$ cat config.mk
export PLATFORM = sky130hd
export DESIGN_NAME = reg_dump_reader_flat
export DESIGN_NICKNAME = d
export VERILOG_FILES = /design/src/rtl/reg_dump_pkg.sv /design/src/rtl/reg_dump_reader_if.sv /design/src/rtl/reg_dump_reader.sv /design/src/flat_wrapper.sv
export SDC_FILE = /design/constraint.sdc
export NUM_CORES = 1
export LEC_CHECK = 0
export CAP_MARGIN = 40
export CORE_UTILIZATION = 48
export DETAILED_ROUTE_END_ITERATION = 7
export PLACE_DENSITY = 0.82
export RECOVER_POWER = 25
export REMOVE_ABC_BUFFERS = 1
export SYNTH_ARGS = -nofsm -noshare
export SYNTH_HDL_FRONTEND = slang
export SYNTH_SLANG_ARGS = --single-unit
$ cat constraint.sdc
create_clock -name Clk -period 2.3 [get_ports Clk]
set_input_delay 0.46 -clock Clk [delete_from_list [all_inputs] [get_ports Clk]]
set_output_delay 0.46 -clock Clk [all_outputs]
set_load 0.01 [all_outputs]
$ cat src/rtl/reg_dump_pkg.sv
// Shared types and constants for the register-dump reader.
package reg_dump_pkg;

  typedef enum logic [1:0] {
    IDLE,
    READ,
    HOLD,
    DONE
  } state_e;

  localparam int unsigned DEF_A    = 4;
  localparam int unsigned NUM_REGS = 2 ** DEF_A;

endpackage

$ cat src/rtl/reg_dump_reader_if.sv
// Dump beat stream (valid/ready) between reg_dump_reader and the readout path.
interface reg_dump_reader_if #(
  parameter int W = 8,
  parameter int A = 4
);
  logic         DumpValid;
  logic         DumpReady;
  logic [W-1:0] DumpData;
  logic [A-1:0] DumpIdx;
  logic         DumpLast;

  modport master (
    output DumpValid,
    output DumpData,
    output DumpIdx,
    output DumpLast,
    input  DumpReady
  );

  modport slave (
    input  DumpValid,
    input  DumpData,
    input  DumpIdx,
    input  DumpLast,
    output DumpReady
  );
endinterface

$ cat src/rtl/reg_dump_reader.sv
// Walks every register through the register-file read port and streams the values out.
// Optional trailing XOR checksum beat when REG_DUMP_CHECKSUM_EN is defined.
module reg_dump_reader
  import reg_dump_pkg::*;
#(
  parameter int W = 8,
  parameter int A = 4
) (
  input  logic                Clk,
  input  logic                Reset_n,
  input  logic                Start,
  output logic [A-1:0]        Raddr,
  input  logic [W-1:0]        RdData,
  output logic                Busy,
  output logic                Done,
  reg_dump_reader_if.master   dump
);

  localparam logic [A-1:0] LAST_IDX = '1;

  state_e       state_q, state_d;
  logic [A-1:0] idx_q, idx_d;
  logic         valid_q, valid_d;
  logic [W-1:0] data_q, data_d;
  logic [A-1:0] didx_q, didx_d;
  logic         last_q, last_d;
  logic         busy_q, busy_d;
  logic         done_q, done_d;
`ifdef REG_DUMP_CHECKSUM_EN
  logic [W-1:0] csum_q, csum_d;
  logic         csum_beat_q, csum_beat_d;
`endif

  always_comb begin
    state_d = state_q;
    idx_d   = idx_q;
    valid_d = valid_q;
    data_d  = data_q;
    didx_d  = didx_q;
    last_d  = last_q;
    busy_d  = busy_q;
    done_d  = 1'b0;
`ifdef REG_DUMP_CHECKSUM_EN
    csum_d      = csum_q;
    csum_beat_d = csum_beat_q;
`endif

    unique case (state_q)
      IDLE: begin
        if (Start) begin
          state_d = READ;
          idx_d   = '0;
          busy_d  = 1'b1;
`ifdef REG_DUMP_CHECKSUM_EN
          csum_d      = '0;
          csum_beat_d = 1'b0;
`endif
        end
      end

      READ: begin
        state_d = HOLD;
        valid_d = 1'b1;
`ifdef REG_DUMP_CHECKSUM_EN
        if (csum_beat_q) begin
          data_d = csum_q;
          didx_d = '0;
          last_d = 1'b1;
        end else begin
          data_d = RdData;
          didx_d = idx_q;
          last_d = 1'b0;
        end
`else
        data_d = RdData;
        didx_d = idx_q;
        last_d = (idx_q == LAST_IDX);
`endif
      end

      HOLD: begin
        if (dump.DumpReady) begin
          valid_d = 1'b0;
`ifdef REG_DUMP_CHECKSUM_EN
          csum_d = csum_q ^ data_q;
`endif
          if (last_q) begin
            state_d = DONE;
            last_d  = 1'b0;
            busy_d  = 1'b0;
            done_d  = 1'b1;
`ifdef REG_DUMP_CHECKSUM_EN
          end else if (idx_q == LAST_IDX) begin
            // Counter parks on the last index; the flag redirects READ to the checksum.
            state_d     = READ;
            csum_beat_d = 1'b1;
`endif
          end else begin
            state_d = READ;
            idx_d   = idx_q + 1'b1;
          end
        end
      end

      DONE: begin
        state_d = IDLE;
      end

      default: state_d = IDLE;
    endcase
  end

  always_ff @(posedge Clk) begin
    if (!Reset_n) begin
      state_q <= IDLE;
      idx_q   <= '0;
      valid_q <= 1'b0;
      data_q  <= '0;
      didx_q  <= '0;
      last_q  <= 1'b0;
      busy_q  <= 1'b0;
      done_q  <= 1'b0;
`ifdef REG_DUMP_CHECKSUM_EN
      csum_q      <= '0;
      csum_beat_q <= 1'b0;
`endif
    end else begin
      state_q <= state_d;
      idx_q   <= idx_d;
      valid_q <= valid_d;
      data_q  <= data_d;
      didx_q  <= didx_d;
      last_q  <= last_d;
      busy_q  <= busy_d;
      done_q  <= done_d;
`ifdef REG_DUMP_CHECKSUM_EN
      csum_q      <= csum_d;
      csum_beat_q <= csum_beat_d;
`endif
    end
  end

  assign Raddr          = (state_q == READ || state_q == HOLD) ? idx_q : '0;
  assign Busy           = busy_q;
  assign Done           = done_q;
  assign dump.DumpValid = valid_q;
  assign dump.DumpData  = data_q;
  assign dump.DumpIdx   = didx_q;
  assign dump.DumpLast  = last_q;

endmodule
$ cat src/flat_wrapper.sv
// flat-port wrapper written by rule: the top's interface ports become plain ports
module reg_dump_reader_flat import reg_dump_pkg::*;
#(
  parameter int W = 8,
  parameter int A = 4
)
  (Clk, Reset_n, Start, Raddr, RdData, Busy, Done, dump_DumpValid, dump_DumpData, dump_DumpIdx, dump_DumpLast, dump_DumpReady);
  reg_dump_reader_if #(.W(W), .A(A)) dump_i ();
  input  logic Clk;
  input  logic Reset_n;
  input  logic Start;
  output logic [A-1:0] Raddr;
  input  logic [W-1:0] RdData;
  output logic Busy;
  output logic Done;
  output wire logic [$bits(dump_i.DumpValid)-1:0] dump_DumpValid;
  output wire logic [$bits(dump_i.DumpData)-1:0] dump_DumpData;
  output wire logic [$bits(dump_i.DumpIdx)-1:0] dump_DumpIdx;
  output wire logic [$bits(dump_i.DumpLast)-1:0] dump_DumpLast;
  input wire logic [$bits(dump_i.DumpReady)-1:0] dump_DumpReady;
  assign dump_DumpValid = dump_i.DumpValid;
  assign dump_DumpData = dump_i.DumpData;
  assign dump_DumpIdx = dump_i.DumpIdx;
  assign dump_DumpLast = dump_i.DumpLast;
  assign dump_i.DumpReady = dump_DumpReady;
  reg_dump_reader #(.W(W), .A(A)) u_core (.Clk(Clk), .Reset_n(Reset_n), .Start(Start), .Raddr(Raddr), .RdData(RdData), .Busy(Busy), .Done(Done), .dump(dump_i));
endmodule
==> results of run 1 <==
## layer usage
layer | part of all wire (%) | routed length [um] | up-vias | global-route usage [%]
li1 | - | - | 405 | -
met1 | 41 | 811 | 367 | 18.18
met2 | 52 | 1013 | 24 | 34.40
met3 | 5.3 | 103 | 4 | 3.333
met4 | 1.6 | 31 | 0 | 10.00
met5 | 0 | 0 | - | 0
## worst register-to-register path: stages, from the launching register on
cell	delay, ps
dfxtp_2	360
inv_1	170
ha_1	310
clkbuf_1	580
mux2i_1	270
nor2b_1	60
## per-stage QoR
step	setup slack (ps)	utilization (%)	power, mW	hold WS [ps]	instance area (um2)
after floorplan	715.8	-	0.6531	496.4	999.7
final	85.35	71.78	1.083	522.3	1423
after global placement	379.5	68.56	0.7697	483.5	1359
after global routing	4.056	71.78	1.151	547.8	1423
after detailed placement	346.5	68.56	0.7831	500.4	1359
after CTS	25.63	71.91	1.101	526.2	1425
## power by group
part           switching, mW  internal, mW  total [mW]
clock                  0.121         0.176       0.297
combinational          0.154         0.180       0.334
sequential            0.0279         0.424       0.451
## synthesized netlist by cell type
| cell type | n | area (um2) |
|---|---|---|
| dfxtp_1 | 22 | 440.4 |
| mux2i_1 | 14 | 140.1 |
| nor2b_1 | 14 | 87.58 |
| nand2_1 | 7 | 26.28 |
| nor2_1 | 7 | 26.28 |
| ha_1 | 6 | 75.07 |
| and2_1 | 4 | 25.02 |
| inv_1 | 4 | 15.01 |
| xnor2_1 | 3 | 26.28 |
| a211oi_2 | 2 | 25.02 |
| a21oi_1 | 2 | 10.01 |
| buf_4 | 2 | 15.01 |
| clkbuf_1 | 2 | 7.510 |
| nand3_1 | 2 | 10.01 |
| o211a_1 | 2 | 20.02 |
| a21boi_0 | 1 | 7.510 |
| a21o_1 | 1 | 7.510 |
| a21oi_2 | 1 | 8.760 |
| mux2_2 | 1 | 11.26 |
| mux2i_2 | 1 | 13.76 |
| nand2b_1 | 1 | 6.260 |
| nor3_1 | 1 | 5.000 |
| o21ai_0 | 1 | 5.000 |
| o31ai_1 | 1 | 7.510 |
## area by class of cell
class | count | share of cell area, %
clock buffer | 3 | 1.583
sequential | 22 | 31.13
timing repair buffer | 33 | 22.60
tap | 27 | 2.375
inverter | 4 | 1.055
clock inverter | 1 | 2.111
multi-input combinational | 72 | 39.14
## timing repair
item | CTS | global route
gates resized for setup | 2 | 1
pin swaps | 0 | 0
endpoints found under the setup margin | 4 | 4
## registers in the layout (all words and copies together) (netlist names)
name and flops:
u_core.dump.DumpValid 1, u_core.dump.DumpIdx 4, u_core.Done 1, u_core.Busy 1, u_core.idx_q 4, u_core.dump.DumpLast 1, u_core.state_q 2, u_core.dump.DumpData 8
## how the worst min path moves through the flow
stage	start	endpoint	slack, ps	cells past startpoint
5_1_grt	u_core.dump.DumpData[3]$_SDFFE_PN0P_	u_core.dump.DumpData[3]$_SDFFE_PN0P_	550	2
3_3_place_gp	u_core.Busy$_SDFFE_PN0P_	u_core.Busy$_SDFFE_PN0P_	480	1
3_5_place_dp	u_core.Busy$_SDFFE_PN0P_	u_core.Busy$_SDFFE_PN0P_	500	1
4_1_cts	u_core.state_q[0]$_SDFFE_PN0P_	u_core.state_q[0]$_SDFFE_PN0P_	530	2
6_report	u_core.Busy$_SDFFE_PN0P_	u_core.Busy$_SDFFE_PN0P_	520	1
2_1_floorplan	u_core.state_q[0]$_SDFFE_PN0P_	u_core.state_q[0]$_SDFFE_PN0P_	500	2
## cells by family (layout without fill, tap and decap cells)
kind of cell	Yosys count	in the layout	share of synthesized area, %
xor gates and xnor gates	3	3	2.571
AOI/OAI and AO/OA	11	11	8.935
and+or+nand+nor	36	36	18.24
adders and majority gates	6	6	7.344
muxes	16	16	16.16
DFF	22	22	43.08
buffers and inverters	8	41	3.671
==> impl_metrics.csv, run 1 <==
group,metric,value,unit
status,status,"complete, no violations",
yosys,yosysWarnings,0,
global_routing,overflow,0,
yosys,postSynthCellCount,102,
clocking,post_cts_buffers,0,
clocking,clk_latency,310,ps
setup_path,startpoint,"u_core.state_q[1]$_SDFFE_PN0P_",
final_layout,instances_no_fill,162,
timing,grt_setup_unrepaired,"no",
setup_path,startpoint_type,"register",
setup_path,arrival,1750,ps
final_layout,fillers,163,
place,place_congestion,0.8106,
routing,initialDrtViolationCount,4,
clocking,ctsHoldBuffers,0,
setup_path,cp_top_family,"buffers and inverters",
setup_path,critPathCapture,"Raddr[3]",
setup_path,ff2ff_path_depth,5,
setup_path,timing.rr.end,"u_core.dump.DumpData[7]$_SDFFE_PN0P_",
place,hpwl,1503,um
global_routing,grt_pass1_wl,2794,um
routing,vias,800,
global_routing,antenna_found_initial,0,
clocking,cts.htree.levels,1,
floorplan,dieHeight,48.15,um
final_layout,layout-drive-gt1-share,9.630,%
floorplan,start_util,51.58,%
clocking,cts_buffers,3,
yosys,yosysUniqueCellTypes,24,
setup_path,cpMaxStageDelayCell,"clkdlybuf4s50_1",
setup_path,cp_max_fo,5,
global_routing,grt_max_degree,15,
final_layout,regArea,442.9,um2
hold_path,hold_path_class,"register to register",
routing,drcViolationCount,0,
setup_path,worstPathRequired,1840,ps
routing,drt_first_pass_iters,3,
timing,slew_headroom,52.16,%
final_layout,antenna_cells,0,
clocking,clk_pin_slew_worst_paths,130,ps
routing,routed_wl,1960,um
power,ir_worst_vdd,0.0004086,V
flow_run,maxCapViolCount,0,
global_routing,grt_usage,18.08,%
yosys,synth-seq-area-share,43.08,%
final_layout,syn_to_final_growth,39.17,%
timing,finalSetupViolations,0,
clocking,cts-root-buf,"clkbuf_4",
timing,worstMarginPinSlew,717.6,ps
final_layout,nets,154,
yosys,synth_area,1022,um2
routing,wl_per_cell,12.10,um
timing,fmaxAchievable,451.5,MHz
clocking,clock_sinks,22,
floorplan,rows,16,
place,placed_cells,158,
yosys,yosys_register_bits,22,
power,powerDensity,761.3,nW/um2
setup_path,path_cells,"inv_1 > ha_4 > and2_1 > clkdlybuf4s50_1",
timing,hold_violations,0,
timing,post-route-period-util,96.29,%
setup_path,reg2reg_from,"u_core.state_q[1]$_SDFFE_PN0P_",
clocking,cts_buffer_depth,2,
place,io_buffers,31,
final_layout,final_cell_mix,"31 x clkdlybuf4s50_1, 20 x dfxtp_1, 14 x nor2b_1, 14 x mux2i_1",
routing,drtAntennaViolNets,0,
yosys,avgSynthCellArea,10.02,um2
clocking,cts_tree,"yes",
setup_path,end_kind,"output pin",
routing,viasPerCell,4.938,
final_layout,multi_input_area,556.8,um2
floorplan,ios,32,
timing,skew,8.849,ps
timing,finalCriticalPeriod,2215,ps
setup_path,path_depth,4,
setup_path,path_class,"register to output pin",
final_layout,layout_commonest_cell,"clkdlybuf4s50_1",
floorplan,die_area,2318,um2
timing,tns,0,ps
setup_path,rrSetupSlack,450,ps
power,total_leakage_power,0.5358,nW
setup_path,crit_buf_inv,2,
setup_path,cpPeakStageDelay,530,ps
global_routing,grt_pass1_vias,696,
timing,maxSlewViolCount,0,
floorplan,core-area,1982,um2
floorplan,die_w,48.15,um
No activity file was read; power rests on OpenSTA's default activity.
==> inputs of run 2 (changes only) <==
--- a/config.mk
+++ b/config.mk
@@ -9,7 +9,7 @@
 export CORE_UTILIZATION = 48
 export DETAILED_ROUTE_END_ITERATION = 7
 export PLACE_DENSITY = 0.82
-export RECOVER_POWER = 25
+export RECOVER_POWER = 50
 export REMOVE_ABC_BUFFERS = 1
 export SYNTH_ARGS = -nofsm -noshare
 export SYNTH_HDL_FRONTEND = slang
==> run 2 against run 1 <==
Compared with the run above:
- sequential cell count stayed put
- wire length hardly changed
- core utilization stayed put
- critical path type unchanged
- design area unchanged
- critical path depth unchanged
- register-to-register slack about the same
- combinational power about the same
- worst hold slack about the same
- sequential share of layout area stayed put
- clock skew unchanged
- clock power about the same
==> impl_metrics.csv, run 2 (synthesized netlist as in run 1, its figures left out) <==
group,metric,value,unit
power,combPwrFrac,30.8,%
global_routing,overflow,0,
timing,fmaxAchievable,451.5,MHz
routing,viasPerCell,4.944,
floorplan,dieHeight,48.15,um
place,io_buffers,31,
clocking,cts_resized,2,
power,total_power,1.081,mW
floorplan,rows,16,
setup_path,cp_max_fo,5,
hold_path,hold_path_class,"register to register",
setup_path,rrSetupSlack,450,ps
power,swShare,28.04,%
final_layout,antenna_cells,0,
clocking,ctsHoldBuffers,0,
hold_path,hold_path_end,"u_core.dump.DumpData[1]$_SDFFE_PN0P_",
setup_path,end_kind,"output pin",
clocking,cts.htree.levels,1,
clocking,post_cts_buffers,0,
routing,routed_wl,1959,um
timing,maxSlewViolCount,0,
setup_path,ff2ff_path_depth,5,
status,status,"complete, no violations",
clocking,cts-root-buf,"clkbuf_4",
timing,post-route-period-util,96.29,%
global_routing,grt_pass1_vias,696,
place,hpwl,1503,um
timing,worstMarginPinSlew,717.6,ps
routing,vias,801,
timing,tns,0,ps
clocking,clock_sinks,22,
routing,drcViolationCount,0,
routing,wl_per_cell,12.09,um
power,seqPwrFrac,41.7,%
routing,drtAntennaViolNets,0,
flow_run,maxCapViolCount,0,
power,ir_worst_vdd,0.0004086,V
floorplan,die_area,2318,um2
floorplan,start_util,51.58,%
power,power.switching,0.3033,mW
setup_path,path_class,"register to output pin",
setup_path,reg2reg_from,"u_core.state_q[1]$_SDFFE_PN0P_",
setup_path,arrival,1750,ps
setup_path,worstPathRequired,1840,ps
floorplan,core-area,1982,um2
global_routing,grt_usage,18.08,%
final_layout,nets,154,
routing,drt_first_pass_iters,3,
timing,skew,8.849,ps
final_layout,syn_to_final_growth,39.17,%
power,total_leakage_power,0.5529,nW
global_routing,grt_pass1_wl,2794,um
timing,hold_violations,0,
final_layout,layout_commonest_cell,"clkdlybuf4s50_1",
timing,slew_headroom,52.16,%
global_routing,grt_max_degree,15,
timing,finalSetupViolations,0,
clocking,clk_pin_slew_worst_paths,130,ps
clocking,cts_tree,"yes",
power,clock_power_share,27.5,%
final_layout,largest_register_ffs,8,
clocking,clk_latency,310,ps
final_layout,final_cell_mix,"26 x clkdlybuf4s50_1, 20 x dfxtp_1, 14 x nor2b_1, 14 x mux2i_1",
timing,finalCriticalPeriod,2215,ps
timing,grt_setup_unrepaired,"no",
floorplan,die_w,48.15,um
clocking,cts_buffer_depth,2,
final_layout,layout-drive-gt1-share,9.630,%
global_routing,antenna_found_initial,0,
clocking,cts_buffers,3,
routing,initialDrtViolationCount,4,
setup_path,startpoint_type,"register",
setup_path,timing.rr.end,"u_core.dump.DumpData[7]$_SDFFE_PN0P_",
power,powerDensity,760.2,nW/um2
place,place_congestion,0.8106,
hold_path,hold_depth,2,
floorplan,ios,32,
power,intPower,0.7782,mW
hold_path,min_from,"u_core.dump.DumpData[1]$_SDFFE_PN0P_",
run 2: final cells by class:
cell class | count | area [um2]
clock buffer | 3 | 22.52
clock inverter | 1 | 30.03
fill | 163 | 559.3
inverter | 4 | 15.01
multi-input combinational | 72 | 556.8
sequential | 22 | 442.9
tap | 27 | 33.78
timing repair buffer | 33 | 321.6
run 2: power by group through the flow:
| stage | sequential [mW] | clock, mW | combinational [mW] |
|---|---|---|---|
| 2_1_floorplan | 0.468 | 0 | 0.185 |
| 3_3_place_gp | 0.454 | 0 | 0.315 |
| 3_5_place_dp | 0.459 | 0 | 0.324 |
| 4_1_cts | 0.451 | 0.310 | 0.340 |
| 5_1_grt | 0.458 | 0.324 | 0.367 |
| 6_report | 0.451 | 0.297 | 0.333 |
run 2: per-layer routing:
| layer | routed length, um | GRT usage, % |
|---|---|---|
| met5 | 0 | 0 |
| met4 | 31 | 10.00 |
| met3 | 103 | 3.333 |
| met2 | 1012 | 34.40 |
| met1 | 810 | 18.18 |
run 2: metrics by stage:
stage	instance area (um2)	instances	setup slack, ps	util, %	hold WS (ps)
after floorplan	999.7	98	715.8	-	496.4
after global placement	1359	158	379.5	68.56	483.5
after detailed placement	1359	158	346.5	68.56	500.4
after CTS	1425	162	25.63	71.91	526.2
after global routing	1423	162	4.056	71.78	547.8
final	1423	162	85.35	71.78	522.0
run 2: critical path, cell delays in order, from the launching register on:
cell	delay, ps
dfxtp_2	370
inv_1	110
ha_4	310
and2_1	120
clkdlybuf4s50_1	530
run 2: worst max path at each step:
| stage | slack [ps] | to | cells past startpoint | start |
|---|---|---|---|---|
| global placement | 380 | Raddr[3] | 4 | u_core.state_q[0]$_SDFFE_PN0P_ |
| detailed placement | 350 | Raddr[3] | 4 | u_core.state_q[0]$_SDFFE_PN0P_ |
| floorplan | 720 | u_core.dump.DumpLast$_SDFFE_PN0P_ | 5 | u_core.state_q[1]$_SDFFE_PN0P_ |
| global route | 4 | Raddr[0] | 4 | u_core.state_q[0]$_SDFFE_PN0P_ |
| CTS | 30 | Raddr[3] | 4 | u_core.state_q[1]$_SDFFE_PN0P_ |
| finish | 90 | Raddr[3] | 4 | u_core.state_q[1]$_SDFFE_PN0P_ |
==> inputs of run 3 (changes only) <==
--- a/config.mk
+++ b/config.mk
@@ -6,11 +6,14 @@
 export NUM_CORES = 1
 export LEC_CHECK = 0
 export CAP_MARGIN = 40
-export CORE_UTILIZATION = 48
+export CORE_UTILIZATION = 66
+export CTS_BUF_LIST = sky130_fd_sc_hd__clkbuf_4 sky130_fd_sc_hd__clkbuf_8
 export DETAILED_ROUTE_END_ITERATION = 7
+export DONT_BUFFER_PORTS = 1
 export PLACE_DENSITY = 0.82
 export RECOVER_POWER = 50
 export REMOVE_ABC_BUFFERS = 1
+export SKIP_CTS_REPAIR_TIMING = 1
 export SYNTH_ARGS = -nofsm -noshare
 export SYNTH_HDL_FRONTEND = slang
 export SYNTH_SLANG_ARGS = --single-unit
==> run 3 against run 2 <==
Compared with the run above:
- wire length is 12% lower
- clock skew is 5.8 ps lower
- cell count is 27% lower
- design area is 24% lower
- total power is 8.6% lower
- die area is 26% lower
- clock power hardly changed
- sequential share of layout area is 9.8 points higher
- largest power group unchanged
==> impl_metrics.csv, run 3 (synthesized netlist as in run 1, its figures left out) <==
group,metric,value,unit
timing,fmaxAchievable,536.4,MHz
setup_path,arrival,1400,ps
power,intPower,0.7010,mW
timing,skew,3.039,ps
final_layout,layout_commonest_cell,"dfxtp_1",
setup_path,worstPathRequired,1840,ps
routing,drt_first_pass_iters,4,
global_routing,grt_pass1_wl,2201,um
power,ir_worst_vdd,0.0007704,V
routing,routed_wl,1732,um
global_routing,antenna_found_initial,0,
routing,wl_met3,140,um
final_layout,nets,122,
global_routing,grt_usage,20.94,%
clocking,clk_latency,310,ps
place,io_buffers,0,
power,combPwrFrac,22.5,%
timing,tns,0,ps
timing,finalSetupViolations,0,
routing,wl_met1,745,um
global_routing,grt_max_degree,20,
setup_path,startpoint_type,"register",
routing,wl_per_cell,14.68,um
hold_path,hold_depth,2,
final_layout,antenna_cells,0,
power,total_leakage_power,0.4171,nW
global_routing,overflow,0,
timing,maxSlewViolCount,0,
timing,post-route-period-util,81.05,%
floorplan,ios,32,
power,swShare,29.04,%
timing,grt_setup_unrepaired,"no",
routing,top_layer,"met4",
routing,wl_met2,818,um
setup_path,ff2ff_path_depth,5,
clocking,cts.htree.levels,1,
flow_run,maxCapViolCount,0,
final_layout,syn_to_final_growth,5.141,%
final_layout,layout-drive-gt1-share,8.738,%
hold_path,hold_path_class,"primary input to register",
floorplan,die_w,41.36,um
timing,slew_headroom,53.59,%
setup_path,end_kind,"output pin",
power,power.switching,0.2870,mW
power,powerDensity,919.2,nW/um2
clocking,clock_sinks,22,
timing,finalCriticalPeriod,1864,ps
floorplan,die_area,1710,um2
routing,vias,678,
status,status,"complete, no violations",
timing,hold_violations,0,
timing,worstMarginPinSlew,696.2,ps
routing,drcViolationCount,0,
floorplan,dieHeight,41.36,um
routing,drtAntennaViolNets,0,
final_layout,largest_register_ffs,8,
floorplan,core-area,1366,um2
setup_path,cp_max_fo,4,
place,place_congestion,0.8346,
clocking,cts_buffer_depth,2,
routing,initialDrtViolationCount,14,
place,dpl_cell_area,1026,um2
clocking,cts_buffers,3,
power,seqPwrFrac,47.3,%
final_layout,fillers,99,
clocking,clk_pin_slew_worst_paths,120,ps
floorplan,start_util,74.82,%
final_layout,final_cell_mix,"22 x dfxtp_1, 14 x nor2b_1, 14 x mux2i_1",
clocking,cts_tree,"yes",
routing,viasPerCell,5.746,
power,clock_power_share,30.2,%
final_layout,design_area,1075,um2
global_routing,grt_pass1_vias,558,
place,hpwl,1271,um
setup_path,path_class,"register to output pin",
floorplan,rows,13,
clocking,cts-root-buf,"clkbuf_4",
timing,holdWs,253.3,ps
-- run 3: changes by cell type in the layout (fill, tap and decap cells not counted) --
cell / before / now
clkdlybuf4s50_1: 26 / 0
dlygate4sd3_1: 5 / 0
dfxtp_1: 20 / 22
dfxtp_2: 2 / 0
buf_4: 1 / 0
ha_1: 5 / 6
ha_4: 1 / 0
-- run 3: through the flow --
step	cells	util [%]	setup slack, ps	total power, mW
2_1_floorplan	98	-	715.8	0.6531
5_1_grt	118	78.66	343.3	1.027
6_report	118	78.66	435.8	0.9880
3_3_place_gp	114	75.09	731.0	0.6880
4_1_cts	118	78.94	443.5	0.9919
3_5_place_dp	114	75.09	656.7	0.7009
-- run 3: power groups by stage --
stage               Combinational (mW)  Clock [mW]  Sequential, mW
detailed placement               0.224           0           0.476
floorplan                        0.185           0           0.468
finish                           0.223       0.298           0.467
global route                     0.246       0.307           0.474
CTS                              0.226       0.298           0.468
global placement                 0.214           0           0.474
-- run 3: worst max-delay path, cell delays in order (launching register included) --
cell and delay, ps:
dfxtp_1 400, inv_1 110, ha_1 360, and2_1 210
-- run 3: final cells by class --
cell class	count	area (um2)	share of cell area, %
Timing Repair Buffer	1	3.754	0.3492
Sequential cell	22	440.4	40.98
Multi-Input combinational cell	72	544.3	50.64
Tap cell	15	18.77	1.746
Inverter	4	15.01	1.397
Clock inverter	1	30.03	2.794
Clock buffer	3	22.52	2.095
-- run 3: path summary, 6_finish.rpt --
check / from / slack, ps / endpoint
max: u_core.state_q[0]$_SDFFE_PN0P_ / 440 / Raddr[1]
min reg2reg: u_core.state_q[0]$_SDFFE_PN0P_ / 550 / u_core.state_q[0]$_SDFFE_PN0P_
min: Reset_n / 250 / u_core.Done$_SDFF_PN0_
max reg2reg: u_core.state_q[1]$_SDFFE_PN0P_ / 460 / u_core.dump.DumpData[0]$_SDFFE_PN0P_
-- run 3: layer usage --
metal | GRT usage (%) | vias up
met5 | 0 | -
met4 | 9.677 | 0
met3 | 8.511 | 4
met2 | 35.94 | 28
met1 | 22.26 | 306
li1 | - | 340
